**config.mk**
```make
export PLATFORM = sky130hd
export DESIGN_NAME = wbit_alu_seq
export DESIGN_NICKNAME = d
export VERILOG_FILES = /design/src/rtl/alu_pkg.sv /design/src/rtl/alu_iter_unit.sv /design/src/rtl/wbit_alu_seq.sv
export SDC_FILE = /design/constraint.sdc
export NUM_CORES = 1
export LEC_CHECK = 0
export BUFFER_PORTS_ARGS = -buffer_cell sky130_fd_sc_hd__buf_2
export CAP_MARGIN = 5
export CORE_ASPECT_RATIO = 1.5
export CORE_MARGIN = 2
export CORE_UTILIZATION = 66
export DETAILED_ROUTE_END_ITERATION = 10
export PLACE_DENSITY_LB_ADDON = 0.08
export SLEW_MARGIN = 40
export SYNTH_ARGS = -nofsm -noshare
export SYNTH_HDL_FRONTEND = slang
export SYNTH_SLANG_ARGS = --single-unit
export TNS_END_PERCENT = 100
```
**constraint.sdc**
```tcl
create_clock -name clk -period 6.1 [get_ports clk]
set_input_delay 0.61 -clock clk [delete_from_list [all_inputs] [get_ports clk]]
set_output_delay 0.61 -clock clk [all_outputs]
set_load 0.05 [all_outputs]
```
**src/rtl/alu_pkg.sv**
```systemverilog
// Shared definitions for the sequential W-bit ALU.
//   op_e     : 4-bit operation codes
//   state_e  : control FSM states
//   *_IDX    : bit positions of N, Z, C, V inside the nzcv register
package alu_pkg;

  typedef enum logic [3:0] {
    OP_ADD  = 4'd0,
    OP_SUB  = 4'd1,
    OP_RSB  = 4'd2,
    OP_BIC  = 4'd3,
    OP_AND  = 4'd4,
    OP_ORR  = 4'd5,
    OP_EOR  = 4'd6,
    OP_XNOR = 4'd7,
    OP_ADC  = 4'd8,
    OP_SBC  = 4'd9,
    OP_LSL  = 4'd10,
    OP_LSR  = 4'd11,
    OP_ASR  = 4'd12,
    OP_MUL  = 4'd13,
    OP_CMP  = 4'd14,
    OP_MOV  = 4'd15
  } op_e;

  typedef enum logic [1:0] {
    IDLE = 2'd0,
    BUSY = 2'd1,
    DONE = 2'd2
  } state_e;

  localparam int N_IDX = 3;
  localparam int Z_IDX = 2;
  localparam int C_IDX = 1;
  localparam int V_IDX = 0;

  function automatic logic is_shift(op_e op);
    return (op == OP_LSL) || (op == OP_LSR) || (op == OP_ASR);
  endfunction

endpackage

```
**src/rtl/alu_iter_unit.sv**
```systemverilog
// Multi-cycle datapath: shift-add multiplier and one-bit-per-cycle shifter.
//   clk, rst_n : clock, async active-low reset
//   start      : load operands and begin (op is MUL or a shift with amount != 0)
//   start_op   : operation being started
//   a, b       : operands; b[S-1:0] is the shift amount, b is the multiplier
//   done       : high during the last iteration cycle
//   res        : value after the current iteration (valid with done)
//   c_out      : bit shifted out in the current iteration (shifts only)
module alu_iter_unit
  import alu_pkg::*;
#(
  parameter int W = 8
) (
  input  logic         clk,
  input  logic         rst_n,
  input  logic         start,
  input  op_e          start_op,
  input  logic [W-1:0] a,
  input  logic [W-1:0] b,
  output logic         done,
  output logic [W-1:0] res,
  output logic         c_out
);

  localparam int S = $clog2(W);

  op_e          op_q;
  logic [S:0]   cnt;     // iterations still to run, 0 = inactive
  logic [W-1:0] acc;     // MUL partial product
  logic [W-1:0] opnd;    // MUL multiplicand (shifts left) or shift value
  logic [W-1:0] mplier;  // MUL multiplier (shifts right)
  logic [W-1:0] step_res;
  logic         step_c;

  always_comb begin
    step_res = opnd;
    step_c   = 1'b0;
    case (op_q)
      OP_MUL: step_res = acc + (mplier[0] ? opnd : '0);
      OP_LSL: begin
        step_res = {opnd[W-2:0], 1'b0};
        step_c   = opnd[W-1];
      end
      OP_LSR: begin
        step_res = {1'b0, opnd[W-1:1]};
        step_c   = opnd[0];
      end
      default: begin
        step_res = {opnd[W-1], opnd[W-1:1]};
        step_c   = opnd[0];
      end
    endcase
  end

  assign done  = (cnt == (S+1)'(1));
  assign res   = step_res;
  assign c_out = step_c;

  always_ff @(posedge clk or negedge rst_n) begin
    if (!rst_n) begin
      op_q   <= OP_MUL;
      cnt    <= '0;
      acc    <= '0;
      opnd   <= '0;
      mplier <= '0;
    end else if (start) begin
      op_q   <= start_op;
      cnt    <= (start_op == OP_MUL) ? (S+1)'(W) : {1'b0, b[S-1:0]};
      acc    <= '0;
      opnd   <= a;
      mplier <= b;
    end else if (cnt != '0) begin
      cnt <= cnt - (S+1)'(1);
      if (op_q == OP_MUL) begin
        acc    <= step_res;
        opnd   <= {opnd[W-2:0], 1'b0};
        mplier <= {1'b0, mplier[W-1:1]};
      end else begin
        opnd <= step_res;
      end
    end
  end

endmodule

```
**src/rtl/wbit_alu_seq.sv**
```systemverilog
// Handshaked W-bit ALU with registered NZCV flags.
// Single-cycle ops complete in one cycle; MUL and nonzero shifts iterate
// in alu_iter_unit while the FSM sits in BUSY.
//   clk, rst_n           : clock, async active-low reset
//   in_valid / in_ready  : operation handshake
//   in_a, in_b, in_op    : operands and op code
//   in_setf              : update nzcv when this op completes
//   out_valid / out_ready: result handshake
//   result, nzcv         : registered result and flags ({N,Z,C,V})
module wbit_alu_seq
  import alu_pkg::*;
#(
  parameter int W = 8
) (
  input  logic         clk,
  input  logic         rst_n,
  input  logic         in_valid,
  output logic         in_ready,
  input  logic [W-1:0] in_a,
  input  logic [W-1:0] in_b,
  input  logic [3:0]   in_op,
  input  logic         in_setf,
  output logic         out_valid,
  input  logic         out_ready,
  output logic [W-1:0] result,
  output logic [3:0]   nzcv
);

  localparam int S = $clog2(W);

  state_e       state;
  op_e          op;
  logic         accept, go_iter;
  logic         setf_q, mul_q;

  // single-cycle path
  logic [W-1:0] x, y;
  logic         cin;
  logic [W:0]   sum;
  logic         v_ar;
  logic [W-1:0] b_res, flag_src;
  logic         b_c, b_v;
  logic [3:0]   b_nzcv;

  // iterative path
  logic         it_done, it_c;
  logic [W-1:0] it_res;
  logic [3:0]   it_nzcv;

  assign op        = op_e'(in_op);
  assign in_ready  = rst_n & ((state == IDLE) | ((state == DONE) & out_ready));
  assign accept    = in_valid & in_ready;
  assign go_iter   = accept & ((op == OP_MUL) | (is_shift(op) & (in_b[S-1:0] != '0)));
  assign out_valid = (state == DONE);

  // Every arithmetic op is x + y + cin; subtraction pre-inverts y so the
  // carry-out reads as "no borrow".
  always_comb begin
    x   = in_a;
    y   = ~in_b;
    cin = 1'b1;
    case (op)
      OP_ADD: begin y = in_b; cin = 1'b0;       end
      OP_ADC: begin y = in_b; cin = nzcv[C_IDX]; end
      OP_SBC: cin = nzcv[C_IDX];
      OP_RSB: begin x = in_b; y = ~in_a;        end
      default: ;
    endcase
  end

  assign sum  = {1'b0, x} + {1'b0, y} + {{W{1'b0}}, cin};
  assign v_ar = (x[W-1] == y[W-1]) & (sum[W-1] != x[W-1]);

  always_comb begin
    b_res = sum[W-1:0];
    b_c   = sum[W];
    b_v   = v_ar;
    case (op)
      OP_CMP:  b_res = in_a;
      OP_BIC:  begin b_res = in_a & ~in_b;   b_c = 1'b0; b_v = 1'b0; end
      OP_AND:  begin b_res = in_a & in_b;    b_c = 1'b0; b_v = 1'b0; end
      OP_ORR:  begin b_res = in_a | in_b;    b_c = 1'b0; b_v = 1'b0; end
      OP_EOR:  begin b_res = in_a ^ in_b;    b_c = 1'b0; b_v = 1'b0; end
      OP_XNOR: begin b_res = ~(in_a ^ in_b); b_c = 1'b0; b_v = 1'b0; end
      OP_MOV:  begin b_res = in_b;           b_c = 1'b0; b_v = 1'b0; end
      // only zero-amount shifts take this path
      OP_LSL, OP_LSR, OP_ASR, OP_MUL: begin
        b_res = in_a;
        b_c   = nzcv[C_IDX];
        b_v   = nzcv[V_IDX];
      end
      default: ;
    endcase
  end

  // CMP reports N/Z of the difference while result carries A through
  assign flag_src = (op == OP_CMP) ? sum[W-1:0] : b_res;
  assign b_nzcv   = {flag_src[W-1], flag_src == '0, b_c, b_v};

  // nzcv cannot change while BUSY, so the live register supplies retained bits
  assign it_nzcv = {it_res[W-1], it_res == '0,
                    mul_q ? nzcv[C_IDX] : it_c, nzcv[V_IDX]};

  alu_iter_unit #(.W(W)) u_iter (
    .clk      (clk),
    .rst_n    (rst_n),
    .start    (go_iter),
    .start_op (op),
    .a        (in_a),
    .b        (in_b),
    .done     (it_done),
    .res      (it_res),
    .c_out    (it_c)
  );

  always_ff @(posedge clk or negedge rst_n) begin
    if (!rst_n) begin
      state  <= IDLE;
      result <= '0;
      nzcv   <= '0;
      setf_q <= 1'b0;
      mul_q  <= 1'b0;
    end else if (accept) begin
      setf_q <= in_setf;
      mul_q  <= (op == OP_MUL);
      if (go_iter) begin
        state <= BUSY;
      end else begin
        state  <= DONE;
        result <= b_res;
        if (in_setf) nzcv <= b_nzcv;
      end
    end else if ((state == BUSY) && it_done) begin
      state  <= DONE;
      result <= it_res;
      if (setf_q) nzcv <= it_nzcv;
    end else if ((state == DONE) && out_ready) begin
      state <= IDLE;
    end
  end

endmodule

```
# Word-level counts from Yosys, hierarchy flattened
# Cells that the tools add are included.
dict set report totals {
  register_bits 48
  inputBits 25
  output_inout_bits 14
  word_cells 119
}
dict set report op_classes {
  n_addsub 4
  n_eq_ne 26
  muxes 35
  bitwise 17
  reduce_logical 25
}
# op n
set ops {}
lappend ops {{two-way mux 8 bit} 15}
lappend ops {{one-hot mux 8 bit (7 select lines)} 1}
lappend ops {{== test 4 bit, second input constant} 11}
lappend ops {{two-way mux 4 bit} 8}
lappend ops {{NOT 8 bit} 3}
lappend ops {{one-hot mux 8 bit (3 select lines)} 1}
lappend ops {{AND 8 bit} 2}
lappend ops {{== test 4 x 3 -> 1 bit, second input constant} 4}
lappend ops {{logical NOT 8 bit} 2}
lappend ops {{one-hot mux 8 bit (2 select lines)} 1}
lappend ops {{adder 8 x 8 -> 9 bit} 1}
lappend ops {{adder 9 x 1 -> 9 bit} 1}
lappend ops {{adder 8 bit} 1}
lappend ops {{== test 4 x 2 -> 1 bit, second input constant} 2}
lappend ops {{two-way mux 2 bit} 4}
lappend ops {{inequality test 2 bit, second input constant} 4}
lappend ops {{OR 8 bit} 1}
lappend ops {{one-hot mux 1 bit (2 select lines)} 4}
lappend ops {{AND reduction 4 bit} 2}
lappend ops {{nonzero test 2 bit} 4}
lappend ops {{XOR 8 bit} 1}
lappend ops {{AND 1 bit} 6}
lappend ops {{AND reduction 6 bit} 1}
lappend ops {{nonzero test 3 bit} 2}
lappend ops {{19 further kinds} 25}

# Longest topological paths before layout
# Gate-level depths: netlist of the first run.
dict set report depth {
  ltp_word 11
  mapped_depth 18
  depth_no_buf 16
}

# Cells and area by module
# A second synthesis of the first run with hierarchy kept.
dict set report unflattened {
  cells_unflattened 583
  hier_area_um2 4578.1
}
# module n_inst cells_each area_each_um2 seq_area_each_um2
set modules_own_cells {}
lappend modules_own_cells {wbit_alu_seq 1 339 2372.3 400.4}
lappend modules_own_cells {alu_iter_unit 1 244 2205.9 804.5}

# Worst setup path before layout of the first run
# Ideal clock, no wire load.
dict set report synth_timing {
  path_kind {in2reg}
  startpoint {input port in_op[0]}
  endpoint {register nzcv[2]}
  setup_time_ns 0.118
  arrival_ns 3.769
  required_ns 5.982
  slack_ns 2.213
  stages 16
  n_path_buf 2
  cell_sequence {buf_2 nor3_1 or2_2 clkbuf_1 o221ai_1 fa_1 inv_1 fa_1 nor2b_1 o31a_1 o31a_1 nor3_1 o2bb2ai_1 nand4_1 a21oi_1 a21o_1}
}
dict set report synth_via {
  elab_chain_len 11
  word_cells_on_any_way 36
  classes_between {add/sub: 2; eq/ne: 15; mux: 8; bitwise: 3; reduce/logical: 8}
}
# element line
set synth_rtl {}
lappend synth_rtl {{start: declaration} wbit_alu_seq.sv:21} ;# input logic [3:0] in_op,
lappend synth_rtl {{== test 4 bit or logical NOT 4 bit (tied branches)} wbit_alu_seq.sv:62} ;# case (op)
lappend synth_rtl {{OR reduction 2 bit (no source line)} n/a}
lappend synth_rtl {{one-hot mux 8 bit (2 select lines)} wbit_alu_seq.sv:62}
lappend synth_rtl {{adder 8 x 8 -> 9 bit} wbit_alu_seq.sv:71} ;# assign sum = {1'b0, x} + {1'b0, y} + {{W{1'b0}}, cin};
lappend synth_rtl {{adder 9 x 1 -> 9 bit} wbit_alu_seq.sv:71}
lappend synth_rtl {{one-hot mux 8 bit (7 select lines)} wbit_alu_seq.sv:78} ;# case (op)
lappend synth_rtl {{two-way mux 8 bit} wbit_alu_seq.sv:97} ;# assign flag_src = (op == OP_CMP) ? sum[W-1:0] : b_res;
lappend synth_rtl {{logical NOT 8 bit} wbit_alu_seq.sv:98} ;# assign b_nzcv = {flag_src[W-1], flag_src == '0, b_c, b_v};
lappend synth_rtl {{two-way mux 4 bit} wbit_alu_seq.sv:131} ;# if (in_setf) nzcv <= b_nzcv;
lappend synth_rtl {{two-way mux 4 bit} wbit_alu_seq.sv:126} ;# if (go_iter) begin
lappend synth_rtl {{two-way mux 4 bit} wbit_alu_seq.sv:123} ;# end else if (accept) begin
lappend synth_rtl {{end signal: assignment} wbit_alu_seq.sv:131}
lappend synth_rtl {{end signal: assignment} wbit_alu_seq.sv:136} ;# if (setf_q) nzcv <= it_nzcv;
lappend synth_rtl {{end: declaration} wbit_alu_seq.sv:26} ;# output logic [3:0] nzcv
# Several ways; a longest one is shown, not always the timed one. The select of a mux whose other input is x is not followed.
# A chain may end at the register's enable or synchronous reset.

# Worst setup path after layout of the first run
# Same ends and word-level chain as after synthesis.

==> metrics.md, run 1 <==
| Metric | Value |
|---|---|
| Worst Setup EP | `nzcv[2]` |
| GPL Wtd Cong | `0.997` |
| Fin crit share | `0.675` |
| Leakage | `2.08 nW` |
| Share of cells above drive strength 1 | `0.123` |
| Cts hold-fix bufs | `0` |
| Minimum clock period | `4.12 ns` |
| Fmax | `0.243 GHz` |
| Crit path largest cell delay | `0.47 ns` |
| Antenna diodes | `0` |
| Synth Instances | `579` |
| First-pass GRT wire length | `21.1 mm` |
| Layout Utilization | `0.724` |
| Final net count | `639` |
| Drt total wl | `12.9 mm` |
| Synthesized area | `4420 sq um` |
| Hold Crit Class | `in -> async` |
| I/O pin cnt | `39` |
| Main flop type after synthesis | `dfrtp_1` |
| Final setup fails | `0` |
| All-Layer GR Usage | `0.361` |
| Starting Density | `0.682` |
| H-tree levels | `2` |
| CTS buffer count | `5` |
| Number of synthesized flops with an enable pin | `0` |
| Final Instance Count excl. Fillers | `663` |
| Initial DRC Count | `439` |
| Post-synthesis sequential area ratio | `0.272` |
| Vias in the first global route | `4288` |
| Outcome | `finished clean` |
| CP cell instances | `buf_2 > inv_1 > nand2_1 > nor3_4 > or2_2 > o221ai_1 > fa_1 > inv_1 > fa_1 > nor2b_1 > o31a_1 > o31a_1 > nor3_1 > o2bb2ai_1 > nand4_1 > a21oi_1 > a21o_1` |
| CTS tree | `yes` |
| Worst setup path start | `in_op[0]` |
| Die Area | `7390 sq um` |
| CP Buf/Inv Count | `3` |
| CTS Buffer Depth | `2` |
| Reg2reg path depth | `11` |
| Routed len/inst | `19.4 um` |
| Largest net degree at the start of global routing | `50` |
| Critical path depth | `17` |
| R2r startpoint | `u_iter.mplier[0]` |
| Clk Latency, worst-skew pair | `0.32 ns` |
| Maximum Capacitance Violations | `0` |
| CP Class | `in -> reg` |
| Avg Inst Size Synth | `7.64 sq um` |
| Max_slew headroom | `0.458` |
| Final Hold Viols | `0` |
| Die width | `70.9 um` |
| DP HPWL | `9.88 mm` |
| Core Box Area | `6490 sq um` |
| Final worst clock skew | `0.00534 ns` |
| Vias | `4474` |
| Multi-input gate area | `2940 sq um` |
| P&R area growth vs syn | `6.14%` |
| Port bufs | `38` |
| TritonRoute pass-1 iters | `5` |
| DRT antenna net count | `0` |
| Async S/R FF share, synth | `1.00` |
| Critical Path Source Type | `input pin` |
| Post-CTS Setup Bufs | `0` |
| CP required | `6.31 ns` |
| Tot Pwr | `2.01 mW` |
| Dpl cell area | `4570 sq um` |
| Filler instances | `551` |
| Die H | `104 um` |
| Worst R2R Setup Slack | `2.72 ns` |
| Drt drc | `0` |
| WP data arrival | `4.33 ns` |
| Synth Warn # | `0` |
| RSZ-0062 raised after global routing | `false` |
| Sink Count | `48` |
| VDD IR-drop max | `0.177 mV` |
| Inst Count DP | `655` |
| Worst-Margin Slew | `0.807 ns` |
| Reg2Reg Capture Point | `nzcv[2]` |
| PD cells | `429 nW/um^2` |
| Antenna violations before repair | `0` |
| Post-CTS sizing | `0` |
| CTS clock-pin slew for the worst setup and hold paths | `0.09 ns` |
| CP max stage cell | `fa_1` |
| Crit end category | `register` |
| Setup TNS Final | `0 ns` |
| Synth unique cells | `66` |
| CTS Root Cell | `clkbuf_8` |
| Register area | `1200 sq um` |
| Register bit total from synthesis | `48` |
| Vias per inst | `6.75` |
| Grt total ovfl | `0` |
| Syn nets | `632` |
| FP Rows | `36` |
| Worst-path maximum fanout | `27` |
| Fin area | `4700 sq um` |
| Final Max Slew Viols | `0` |
| Family with the most delay on the worst path | `simple AND/OR/NAND/NOR gates` |
==> placed cells by master (no fill, tap or decap), types with 5 or more instances in the layout <==
master	instances
and2_1	10
nor2_1	38
ha_1	25
dfrtp_1	45
nand3b_1	5
nand2b_1	7
a211oi_1	9
mux2_2	6
a221oi_1	5
o21ai_0	57
nand3_1	13
nand4_1	5
buf_2	38
o211ai_1	10
xor2_1	6
a22o_1	7
a31oi_1	7
nand2_1	79
mux2i_1	7
nor2b_1	6
a22oi_1	6
o221ai_1	14
inv_1	31
a21oi_1	43
clkbuf_8	5
nor3_1	13
o31ai_1	8
==> metrics by stage <==
step / hold slack, ns / setup slack, ns
2_1_floorplan: 0.314 / 2.21
3_3_place_gp: 0.449 / 1.72
3_5_place_dp: 0.465 / 1.56
4_1_cts: 0.402 / 1.85
5_1_grt: 0.447 / 1.64
6_report: 0.370 / 1.98
==> power by group <==
group	internal, mW	leakage [nW]	switching (mW)	total, mW
registers	0.469	0.575	0.163	0.632
clock network	0.121	0.0541	0.115	0.236
logic	0.435	1.45	0.710	1.14
==> flip-flops by register name, indices dropped and copies added, names as in the netlist <==
signal         count
result             8
state              2
u_iter.op_q        4
nzcv               4
mul_q              1
u_iter.acc         8
u_iter.cnt         4
setf_q             1
u_iter.mplier      8
u_iter.opnd        8
==> layer usage <==
| layer | vias to the layer above | GRT usage | routed length [um] |
|---|---|---|---|
| met5 | - | 0 | 0 |
| met3 | 62 | 0.0397 | 636 |
| met1 | 2066 | 0.417 | 4860 |
| met2 | 212 | 0.600 | 6370 |
| met4 | 0 | 0.265 | 998 |
| li1 | 2134 | - | - |
==> Yosys cell counts (all sizes together), types with 9 or more instances <==
master / n / area (sq um)
nand2: 79 / 297
o21ai: 58 / 290
dfrtp: 45 / 1130
a21oi: 44 / 220
nor2: 39 / 149
inv: 31 / 116
clkbuf: 29 / 109
ha: 25 / 313
nor3: 15 / 80.1
o221ai: 14 / 123
buf: 13 / 68.8
nand3: 13 / 65.1
a211oi: 10 / 80.1
and2: 10 / 62.6
o211ai: 10 / 75.1
o31ai: 9 / 72.6
==> area by class of cell <==
type / count / share of cell area
repair buffers: 42 / 0.0469
well taps: 76 / 0.0203
flip-flops and latches: 48 / 0.257
inverters: 32 / 0.0256
clock inverters: 3 / 0.00906
multi-input cells: 457 / 0.627
clock buffers: 5 / 0.0147
==> how the worst min path moves through the flow <==
stage | endpoint | slack (ns) | from | depth (start not counted)
2_1_floorplan | mul_q | 0.31 | rst_n | 0
3_3_place_gp | mul_q | 0.45 | mul_q | 2
3_5_place_dp | nzcv[0] | 0.47 | nzcv[0] | 2
4_1_cts | u_iter.acc[0] | 0.40 | rst_n | 2
5_1_grt | u_iter.acc[1] | 0.45 | rst_n | 2
6_report | u_iter.acc[1] | 0.37 | rst_n | 2
==> kinds of logic after synthesis <==
logic type | synth area share
simple gates | 0.217
xor+xnor | 0.0178
mux | 0.0311
buf+inv | 0.0673
fa+ha+maj | 0.0843
flops | 0.272
compound gates | 0.310
Power figures use the tool's default switching activity.
==> run 2: changes to the inputs <==
--- a/config.mk
+++ b/config.mk
@@ -9,7 +9,7 @@
 export CAP_MARGIN = 5
 export CORE_ASPECT_RATIO = 1.5
 export CORE_MARGIN = 2
-export CORE_UTILIZATION = 66
+export CORE_UTILIZATION = 55
 export DETAILED_ROUTE_END_ITERATION = 10
 export PLACE_DENSITY_LB_ADDON = 0.08
 export SLEW_MARGIN = 40
==> constraint.sdc (replaced) <==
create_clock -name clk -period 3.4 [get_ports clk]
set_input_delay 0.34 -clock clk [delete_from_list [all_inputs] [get_ports clk]]
set_output_delay 0.34 -clock clk [all_outputs]
set_load 0.05 [all_outputs]
==> run 2 against run 1 <==
Net effect: total power rose by 91%; wire length rose by 2.9%; worst hold slack got worse by 0.21 ns; count of clock-buffer cells in the layout rose by 1; setup slack got worse by 1.7 ns; non-clock buffer count rose by 19; sequential power rose by 80%; die area rose by 19%; via count barely moved; combinational power rose by 88%.
==> metrics.md, run 2 (synthesized netlist as in run 1, its figures left out) <==
| Metric | Value |
|---|---|
| Minimum clock period | `3.13 ns` |
| Clock power share | `0.144` |
| Cts hold-fix bufs | `0` |
| Sw Ratio | `0.466` |
| CTS Buffer Depth | `2` |
| Worst-Margin Slew | `0.660 ns` |
| FP Rows | `40` |
| Reg power frac | `0.297` |
| Crit path largest cell delay | `0.59 ns` |
| Die Area | `8790 sq um` |
| Antenna violations before repair | `0` |
| Vias per inst | `6.29` |
| Clk Latency, worst-skew pair | `0.29 ns` |
| Initial DRC Count | `292` |
| All-Layer GR Usage | `0.318` |
| CP cell instances | `buf_2 > inv_2 > nand2_1 > nor3_4 > or2_2 > o221ai_2 > fa_1 > a211oi_1 > nor3b_1 > o221ai_1 > xor2_1 > a22oi_1 > a21oi_1 > o31ai_1` |
| DP HPWL | `10.3 mm` |
| H-tree levels | `2` |
| Maximum Capacitance Violations | `0` |
| Grt total ovfl | `0` |
| Die width | `77.2 um` |
| Final worst clock skew | `0.00571 ns` |
| Critical Path Source Type | `input pin` |
| Core Box Area | `7910 sq um` |
| RSZ-0062 raised after global routing | `false` |
| GPL Wtd Cong | `1.00` |
| CP Buf/Inv Count | `2` |
| Largest net degree at the start of global routing | `49` |
| CP max stage cell | `nor3b_1` |
| First-pass GRT wire length | `22.4 mm` |
| Post-CTS sizing | `0` |
| Sink Count | `48` |
| Most common cell after layout, fill and taps aside | `nand2_1` |
| Drt total wl | `13.2 mm` |
| Final setup fails | `0` |
| Vias | `4475` |
| Tot Pwr | `3.83 mW` |
| Outcome | `finished clean` |
| Max_slew headroom | `0.554` |
| Die H | `114 um` |
| I/O pin cnt | `39` |
| CP Class | `in -> reg` |
| Hold Crit Class | `in -> async` |
| CTS tree | `yes` |
| VDD IR-drop max | `0.536 mV` |
| Antenna diodes | `0` |
| Final net count | `658` |
| Leakage | `2.20 nW` |
| Routed len/inst | `18.6 um` |
| Hold slack | `0.162 ns` |
| Port bufs | `38` |
| Critical path depth | `14` |
| Post-CTS Setup Bufs | `0` |
| Worst-path maximum fanout | `8` |
| DRT antenna net count | `0` |
| P&R area growth vs syn | `11.3%` |
| Final Max Slew Viols | `0` |
| PD cells | `779 nW/um^2` |
| Vias in the first global route | `4391` |
| Fin crit share | `0.921` |
| Share of cells above drive strength 1 | `0.152` |
| Starting Density | `0.559` |
| CTS buffer count | `5` |
| Most frequent cells in the layout | `nand2_1 (79), o21ai_0 (57), dfrtp_1 (45), a21oi_1 (43)` |
| Fmax | `0.319 GHz` |
| CTS clock-pin slew for the worst setup and hold paths | `0.06 ns` |
| Reg2reg path depth | `11` |
| Crit end category | `register` |
| TritonRoute pass-1 iters | `5` |
| Family with the most delay on the worst path | `compound AO/OA/AOI/OAI gates` |
| CTS Root Cell | `clkbuf_16` |
| Combinational power share | `0.559` |
| Sw Pwr | `1.79 mW` |
| Drt drc | `0` |
| Setup TNS Final | `0 ns` |
| CP required | `3.59 ns` |
| Final Hold Viols | `0` |
| WP data arrival | `3.32 ns` |
| Int Pwr | `2.05 mW` |
-- run 2: cell type report --
cell class                 count  area (sq um)
fill                         758          2980
clock inverter                 2          35.0
clock buffer                   6           129
sequential                    48          1200
inverter                      32           120
timing repair buffer          61           363
multi-input combinational    457          2940
tap                          105           131
-- run 2: worst register-to-register path: cells and delay by family (launching register included) --
kind	cells	cell delay [ns]
AND/OR/NAND/NOR	4	0.78
flip-flops	1	0.45
AO/OA/AOI/OAI	5	1.09
adder cells (fa/ha/maj)	2	0.70
-- run 2: path summary, 6_finish.rpt --
path	start	end	slack, ns
max in group asynchronous	rst_n	u_iter.mplier[5]	2.79
min	rst_n	u_iter.acc[1]	0.16
min reg2reg	result[1]	result[1]	0.48
max	in_op[0]	nzcv[3]	0.27
max reg2reg	u_iter.opnd[0]	nzcv[2]	0.33
min in group clk	in_setf	setf_q	0.32
-- run 2: metrics by stage --
step | utilization | area, sq um | instances | setup slack (ns)
3_5_place_dp | 0.602 | 4760 | 703 | 0.00917
4_1_cts | 0.623 | 4930 | 711 | 0.302
5_1_grt | 0.623 | 4930 | 711 | 0.0315
6_report | 0.623 | 4930 | 711 | 0.267
2_1_floorplan | - | 4450 | 579 | 0.0150
3_3_place_gp | 0.602 | 4760 | 703 | 0.134
-- run 2: power by group through the flow --
stage	Combinational, mW	Sequential [mW]	Clock [mW]
after global routing	2.40	1.18	0.577
after detailed placement	2.12	1.14	0
final	2.14	1.14	0.550
after global placement	2.09	1.13	0
after floorplan	1.45	1.21	0
after CTS	2.14	1.13	0.559
-- run 2: routing by layer --
layer	global-route usage	wire length, um	vias to the layer above
met1	0.375	5210	2121
met2	0.550	6630	133
met5	0	0	-
met4	0.206	909	0
met3	0.0293	486	49
li1	-	-	2172
